## src/rtl/led_status_pkg.sv

```systemverilog
// Shared mode encodings, pulse sub-FSM states and write-legality helper
// for the multi-channel status-LED controller.
package led_status_pkg;

   localparam int MODE_W = 3;

   localparam logic [MODE_W-1:0] MODE_OFF        = 3'd0;
   localparam logic [MODE_W-1:0] MODE_ON         = 3'd1;
   localparam logic [MODE_W-1:0] MODE_BLINK_SLOW = 3'd2;
   localparam logic [MODE_W-1:0] MODE_BLINK_FAST = 3'd3;
   localparam logic [MODE_W-1:0] MODE_PULSE      = 3'd4;

   typedef enum logic {
      PULSE_IDLE   = 1'b0,
      PULSE_ACTIVE = 1'b1
   } pulse_state_e;

   function automatic logic mode_legal(input logic [MODE_W-1:0] mode);
      return (mode <= MODE_PULSE);
   endfunction

endpackage

```

## src/rtl/blink_prescaler.sv

```systemverilog
// Free-running divider: registered one-cycle tick and a phase bit that
// toggles on every wrap of the 0..DIV-1 counter.
module blink_prescaler #(
   parameter int DIV = 2
) (
   input  logic clk,
   input  logic rst_n,
   output logic tick,
   output logic phase
);

   localparam int CNT_W = (DIV > 1) ? $clog2(DIV) : 1;
   localparam logic [CNT_W-1:0] CNT_MAX = CNT_W'(DIV - 1);

   logic [CNT_W-1:0] cnt_q, cnt_d;
   logic             tick_q, tick_d;
   logic             phase_q, phase_d;
   logic             wrap;

   always_comb begin
      wrap    = (cnt_q == CNT_MAX);
      cnt_d   = wrap ? '0 : cnt_q + CNT_W'(1);
      tick_d  = wrap;
      phase_d = phase_q ^ wrap;
   end

   always_ff @(posedge clk or negedge rst_n) begin
      if (!rst_n) begin
         cnt_q   <= '0;
         tick_q  <= 1'b0;
         phase_q <= 1'b0;
      end else begin
         cnt_q   <= cnt_d;
         tick_q  <= tick_d;
         phase_q <= phase_d;
      end
   end

   assign tick  = tick_q;
   assign phase = phase_q;

endmodule

```

## src/rtl/led_status_ctrl.sv

```systemverilog
// Multi-channel status-LED controller: per-channel OFF/ON/blink/pulse modes
// sharing two prescalers. Optional PWM dimming via LED_STATUS_DIM_EN.
module led_status_ctrl
   import led_status_pkg::*;
#(
   parameter int NUM_CH    = 4,
   parameter int CH_W      = (NUM_CH > 1) ? $clog2(NUM_CH) : 1,
   parameter int SLOW_DIV  = 25_000_000,
   parameter int FAST_DIV  = 6_250_000,
   parameter int PULSE_LEN = 4
) (
   input  logic              clk,
   input  logic              rst_n,
   input  logic              wr_en,
   input  logic [CH_W-1:0]   wr_ch,
   input  logic [MODE_W-1:0] wr_mode,
   output logic [NUM_CH-1:0] led,
   output logic [NUM_CH-1:0] busy,
   output logic              err
`ifdef LED_STATUS_DIM_EN
   ,
   input  logic [3:0]        duty
`endif
);

   localparam int PCNT_W = $clog2(PULSE_LEN + 1);

   logic slow_tick, slow_phase, fast_phase;
   logic wr_ok;
   logic err_q;
   logic lit_en;

   blink_prescaler #(.DIV(SLOW_DIV)) u_slow (
      .clk   (clk),
      .rst_n (rst_n),
      .tick  (slow_tick),
      .phase (slow_phase)
   );

   blink_prescaler #(.DIV(FAST_DIV)) u_fast (
      .clk   (clk),
      .rst_n (rst_n),
      .tick  (),
      .phase (fast_phase)
   );

   assign wr_ok = ({1'b0, wr_ch} < (CH_W + 1)'(NUM_CH)) && mode_legal(wr_mode);

   always_ff @(posedge clk or negedge rst_n) begin
      if (!rst_n) begin
         err_q <= 1'b0;
      end else begin
         err_q <= wr_en && !wr_ok;
      end
   end

   assign err = err_q;

`ifdef LED_STATUS_DIM_EN
   logic [3:0] pwm_cnt_q, pwm_cnt_d;

   assign pwm_cnt_d = (pwm_cnt_q == 4'd14) ? 4'd0 : pwm_cnt_q + 4'd1;

   always_ff @(posedge clk or negedge rst_n) begin
      if (!rst_n) begin
         pwm_cnt_q <= 4'd0;
      end else begin
         pwm_cnt_q <= pwm_cnt_d;
      end
   end

   // Counter never reaches 15, so duty>=15 keeps the LED fully lit.
   assign lit_en = (pwm_cnt_q < duty);
`else
   assign lit_en = 1'b1;
`endif

   genvar gi;
   generate
      for (gi = 0; gi < NUM_CH; gi++) begin : g_ch
         logic [MODE_W-1:0] mode_q, mode_d;
         pulse_state_e      pst_q, pst_d;
         logic [PCNT_W-1:0] pcnt_q, pcnt_d;
         logic              led_q, led_d;
         logic              wr_hit;
         logic              lit;

         assign wr_hit = wr_en && wr_ok && (wr_ch == CH_W'(gi));

         always_comb begin
            mode_d = mode_q;
            pst_d  = pst_q;
            pcnt_d = pcnt_q;
            lit    = 1'b0;

            unique case (mode_q)
               MODE_ON:         lit = 1'b1;
               MODE_BLINK_SLOW: lit = slow_phase;
               MODE_BLINK_FAST: lit = fast_phase;
               MODE_PULSE:      lit = 1'b1;
               default:         lit = 1'b0;
            endcase
            led_d = lit && lit_en;

            if (pst_q == PULSE_ACTIVE && slow_tick) begin
               if (pcnt_q == PCNT_W'(1)) begin
                  mode_d = MODE_OFF;
                  pst_d  = PULSE_IDLE;
                  pcnt_d = '0;
               end else begin
                  pcnt_d = pcnt_q - PCNT_W'(1);
               end
            end

            // A write on the expiry edge overrides the expiry above.
            if (wr_hit) begin
               mode_d = wr_mode;
               if (wr_mode == MODE_PULSE) begin
                  pst_d  = PULSE_ACTIVE;
                  pcnt_d = PCNT_W'(PULSE_LEN);
               end else begin
                  pst_d  = PULSE_IDLE;
                  pcnt_d = '0;
               end
            end
         end

         always_ff @(posedge clk or negedge rst_n) begin
            if (!rst_n) begin
               mode_q <= MODE_OFF;
               pst_q  <= PULSE_IDLE;
               pcnt_q <= '0;
               led_q  <= 1'b0;
            end else begin
               mode_q <= mode_d;
               pst_q  <= pst_d;
               pcnt_q <= pcnt_d;
               led_q  <= led_d;
            end
         end

         assign led[gi]  = led_q;
         assign busy[gi] = (pst_q == PULSE_ACTIVE);
      end
   endgenerate

endmodule
```

## config.mk

```make
export PLATFORM = sky130hd
export DESIGN_NAME = led_status_ctrl
export DESIGN_NICKNAME = d
export VERILOG_FILES = /design/src/rtl/led_status_pkg.sv /design/src/rtl/blink_prescaler.sv /design/src/rtl/led_status_ctrl.sv
export SDC_FILE = /design/constraint.sdc
export NUM_CORES = 1
export LEC_CHECK = 0
export BUFFER_PORTS_ARGS = -buffer_cell sky130_fd_sc_hd__buf_2
export CAP_MARGIN = 20
export CORE_AREA = 2 2 86 88
export CTS_BUF_LIST = sky130_fd_sc_hd__clkbuf_4 sky130_fd_sc_hd__clkbuf_8 sky130_fd_sc_hd__clkbuf_16
export DETAILED_ROUTE_END_ITERATION = 10
export DIE_AREA = 0 0 88 90
export PLACE_DENSITY = 0.83
export RECOVER_POWER = 100
export SETUP_SLACK_MARGIN = 0.02
export SYNTH_ARGS = -nofsm -noshare
export SYNTH_HDL_FRONTEND = slang
export SYNTH_SLANG_ARGS = --single-unit
```

## constraint.sdc

```tcl
create_clock -name clk -period 2.3 [get_ports clk]
set_input_delay 0.575 -clock clk [delete_from_list [all_inputs] [get_ports clk]]
set_output_delay 0.575 -clock clk [all_outputs]
set_load 0.02 [all_outputs]
```

==> reports/qor.csv, run 1 <==
metric,value,unit
total congestion overflow,0,
final hold viol count,0,
clk_lat worst skew,0.35,ns
Setup Buffers After CTS,0,
vias in the first global route,3029,
final instance area,0.00438,sq mm
Setup WS post-layout,0.244,ns
Routed Antenna Nets,0,
Clock Skew,0.00844,ns
WP buf/inv,0,
fin crit period,2.06,ns
fin crit share,89.4,%
Clock Tree Buf Depth,2,
R2R Setup Slk,0.24,ns
Worst-path clk slew,0.08,ns
global-route wire length before repair,12800,um
clk sinks,84,
Mapped Nets,434,
Layout Nets,450,
Hold Crit Class,flip-flop to flip-flop,
Post-Route Setup TNS,0,ns
Critical Path AT,2.32,ns
Worst Path Required,2.56,ns
Max Freq,486,MHz
Seq cells post-synth,84,
"Distinct cells, synth",42,
"Gates resized, CTS repair",0,
Die Span Y,90,um
startpoint types,flip-flop,
port buffer count,16,
Starting Density,57.9,%
post-synthesis adder-cell area fraction,3.08,%
pwr dens,675,mW/mm^2
YS warnings,0,
Via density,5.67,
cell family with most CP delay,simple AND/OR/NAND/NOR gates,
largest family of logic cells by synthesized area,simple AND/OR/NAND/NOR gates,
Reg area,0.00210,sq mm
routability cong.,0.823,
Critical Path Fanout Max,7,
cts bufs inserted,9,
DRC,0,
crit-path cells,nand4_1 -> or4_1 -> or4_4 -> a21oi_1,
Max VDD drop,0.327,mV
Crit-path slowest cell,or4_1,
total power,2.96,mW
H-tree depth,3,
# IOs,17,
unrepaired setup endpoints after global routing,false,
vias,3034,
die area,0.00792,sq mm
Placed Cells,520,
top_reg_cell synth,dfrtp_1,
mux cell area share after synthesis,0.246,%
dpl hpwl,5170,um
area of the multi-input gates,0.00180,sq mm
xor/xnor cell area share of the yosys netlist,7.11,%
Hold Slack,0.481,ns
drt total wl,7230,um
final slew viol count,33,
Root Driver,clkbuf_8,
Post-synth EDFFs,0,
"Setup violations, final",0,
initial antenna violation count,0,
DIE WIDTH,88,um
Async SR Flop Fraction,100,%
initial DRC count,254,
Cells after Synth,416,
Final Core Density,62.4,%
syn_area_per_cell,9.78,sq um
sequential-to-total area share from yosys stat,51.7,%
CTS tree,done,
GRT Overall Usage,20.0,%
"non-filler cells, final",535,
drt pass-1 iters,4,
status,"finished, violations left",
post-synth top area cell,dfrtp_1,
largest net degree at the start of global routing,40,
Routed wire per std cell,13.5,um
Post-Place Setup Slack,0.279,ns
placed instance area,0.00423,sq mm
cts hold-fix bufs,0,
Worst-Margin Slew,1.78,ns
n_diodes,0,
Post-Syn Area,0.00407,sq mm
area share of and/or/nand/nor cells after synthesis,23.8,%
Rows,31,
CP Class,flip-flop to flip-flop,
Rel. slew slack,-18.6,%
largest stage delay on the critical path,0.67,ns
synth top area cells,"dfrtp_1, nand2_1, o21ai_0",
CORE AREA,0.00702,sq mm
fillcell total,568,
LEAKAGE,1.86,nW
failing checks,"max-capacitance violations, max-slew violations",
Synth top area share,51.7,%
Worst setup EP type,flip-flop,
layout cells sized above 1,6.65,%
max cap viols,1,
compound-cell area share of the yosys netlist,10.3,%
area grow syn2layout,7.69,%
## power by group
part	internal, mW	switching (mW)	leakage [nW]
Sequential	1.58	0.0814	1.10
Clock	0.536	0.501	0.0948
Combinational	0.0931	0.167	0.665
Total	2.21	0.749	1.86
## registers in the layout, indices dropped and copies added, names as in the netlist
register and flops:
g_ch.pcnt_q 12, err 1, u_slow.phase 1, g_ch.led_q 4
g_ch.mode_q 12, u_fast.cnt_q 23, u_slow.cnt_q 25, u_slow.tick 1
u_fast.phase 1, g_ch.pst_q 4
## layout by cell type, fill, tap and decap left out, types with 10 or more instances in the layout
cell type  netlist  routed
clkbuf_8         0      10
inv_1           13      13
xnor2_1         19      19
a21oi_1         23      24
clkbuf_1         7      15
nand2_1         53      53
nor3_1          12      12
nor2_1          30      30
o21ai_0         34      34
dfrtp_1         84      84
nand3_1         25      25
xor2_1          14      14
ha_1            10      10
## cells by family (layout without fill, tap and decap cells)
family          after synthesis  in the layout
mux                           1              1
compound gates               74             74
simple gates                183            183
xor+xnor                     33             33
fa+ha+maj                    10             10
flops                        84             84
buf+inv                      31             51
## path summary, 6_finish.rpt
check,to,startpoint,cells past startpoint
setup / recovery,u_slow.cnt_q[21],u_slow.cnt_q[2],4
hold / removal,u_fast.cnt_q[0],u_fast.cnt_q[0],1
setup reg to reg,u_slow.cnt_q[21],u_slow.cnt_q[2],4
hold reg to reg,u_fast.cnt_q[0],u_fast.cnt_q[0],1
max in group asynchronous,u_slow.cnt_q[19],rst_n,1
min in group asynchronous,err,rst_n,1
## synth_stat cells, drive strengths merged (7+ instances only)
cell type  count
buf           11
a21oi         24
nand4          9
xor2          14
nor2          30
or4            7
nand2         53
ha            10
inv           13
dfrtp         84
clkbuf         7
o21ai         34
xnor2         19
and3           7
nand3         25
or3            9
nor3          12
## per-layer routing
layer	up-vias	GRT usage, %	part of all wire [%]
li1	1492	-	-
met1	1498	26.0	46
met2	37	32.9	50
met3	7	4.04	3.2
met4	0	6.92	1.2
met5	-	0	0
## cell type report
class	count	share of cell area [%]
multi-input combinational	301	41.0
inverter	13	1.11
tap	99	2.83
sequential	84	48.0
timing repair buffer	23	2.60
clock inverter	4	1.14
clock buffer	11	3.31
Note: power is estimated with default switching activity, not from simulation.
==> run 2: changes to the inputs <==
- CORE_AREA: 2 2 86 88 -> 2 2 94 96
- DIE_AREA: 0 0 88 90 -> 0 0 96 98
- PLACE_DENSITY: 0.83 -> 0.72
==> reports/qor.csv, run 2 (same netlist as run 1, synthesis figures left out) <==
metric,value,unit
CORE AREA,0.00847,sq mm
"commonest non-fill, non-tap cells in the layout","dfrtp_1, nand2_1, o21ai_0, nor2_1, nand3_1",
Post-Place Setup Slack,0.292,ns
Worst-path clk slew,0.09,ns
DRC,0,
Worst-Margin Slew,1.07,ns
Final Core Density,51.9,%
DIE WIDTH,96,um
port buffer count,16,
status,completed,
Worst setup EP type,flip-flop,
Starting Density,48.0,%
global-route wire length before repair,13100,um
Routed Antenna Nets,0,
Routed wire per std cell,13.9,um
final slew viol count,0,
# IOs,17,
area grow syn2layout,8.06,%
pwr dens,702,mW/mm^2
crit-path cells,nand4_1 -> or4_1 -> or4_1 -> a21oi_2,
largest stage delay on the critical path,0.66,ns
Layout Nets,449,
initial antenna violation count,0,
startpoint types,flip-flop,
LEAKAGE,1.87,nW
H-tree depth,3,
layout cells sized above 1,6.88,%
Worst Path Required,2.59,ns
drt total wl,7570,um
CP Class,flip-flop to flip-flop,
fin crit share,88.7,%
fin crit period,2.04,ns
drt pass-1 iters,4,
"Setup violations, final",0,
vias,3029,
Die Span Y,98,um
cts bufs inserted,9,
final hold viol count,0,
Clock Tree Buf Depth,2,
Crit-path slowest cell,or4_1,
Clock Skew,0.00748,ns
Largest Register,u_slow.cnt_q,
Max Freq,490,MHz
cell family with most CP delay,simple AND/OR/NAND/NOR gates,
Critical Path AT,2.33,ns
Rel. slew slack,28.9,%
routability cong.,0.766,
placed instance area,0.00424,sq mm
unrepaired setup endpoints after global routing,false,
GRT Overall Usage,17.6,%
Post-Route Setup TNS,0,ns
die area,0.00941,sq mm
"commonest non-fill, non-tap cell in the layout",dfrtp_1,
final instance area,0.00439,sq mm
Via density,5.57,
flip-flop count of the largest register after layout,25,
Critical Path Fanout Max,7,
Regs by FF count,"u_slow.cnt_q: 25 flops, u_fast.cnt_q: 23 flops",
"non-filler cells, final",544,
crit-path most repeated cell,or4_1,
WP buf/inv,0,
"Gates resized, CTS repair",0,
dpl hpwl,5280,um
vias in the first global route,2911,
largest net degree at the start of global routing,45,
Placed Cells,528,
max cap viols,0,
Rows,34,
Hold Crit Class,input pin to asynchronous set/reset pin,
clk_lat worst skew,0.36,ns
n_diodes,0,
total congestion overflow,0,
clk sinks,84,
initial DRC count,162,
cts hold-fix bufs,0,
CTS tree,done,
Setup WS post-layout,0.259,ns
Setup Buffers After CTS,0,
Max VDD drop,0.450,mV
Root Driver,clkbuf_8,
[run 2: final cells by class]
class,count,area (sq um)
clock buffer,9,124
fill,786,4070
sequential,84,2100
clock inverter,7,98.8
timing repair buffer,22,96.3
multi-input combinational,301,1790
inverter,13,48.8
tap,108,135
[run 2: per-layer routing]
layer	share of wire (%)	track usage, %	up-vias
met3	4.1	4.86	8
met1	46	23.6	1480
met5	0	0	-
met4	1.4	6.15	0
met2	48	27.5	54
li1	-	-	1487
[run 2: per-stage QoR]
stage / power (mW) / hold slack, ns
6_report: 3.09 / 0.391
2_1_floorplan: 1.89 / 0.279
4_1_cts: 3.15 / 0.207
3_5_place_dp: 1.97 / 0.473
5_1_grt: 3.23 / 0.474
3_3_place_gp: 1.95 / 0.461
[run 2: where the power goes]
part           total (mW)  internal, mW  switching, mW
clock                1.17         0.618          0.548
combinational       0.259        0.0898          0.169
sequential           1.66          1.58         0.0827
total                3.09          2.29          0.800
[run 2: path summary, 6_finish.rpt]
check                                start                end  slack (ns)  cells past startpoint
min reg2reg                u_fast.cnt_q[0]    u_fast.cnt_q[0]        0.48                      1
max in group asynchronous            rst_n    u_slow.cnt_q[4]        0.62                      2
max reg2reg                u_slow.cnt_q[2]   u_slow.cnt_q[21]        0.26                      4
min                                  rst_n  g_ch[2].pcnt_q[1]        0.39                      1
max                        u_slow.cnt_q[2]   u_slow.cnt_q[21]        0.26                      4
min in group clk                     wr_en                err        0.47                      2
[run 2: worst reg2reg max path, delay by kind of cell, from the launching register on]
kind               cells  cell delay, ns
and+or+nand+nor        3            1.41
DFF                    1            0.42
AOI/OAI and AO/OA      1            0.15
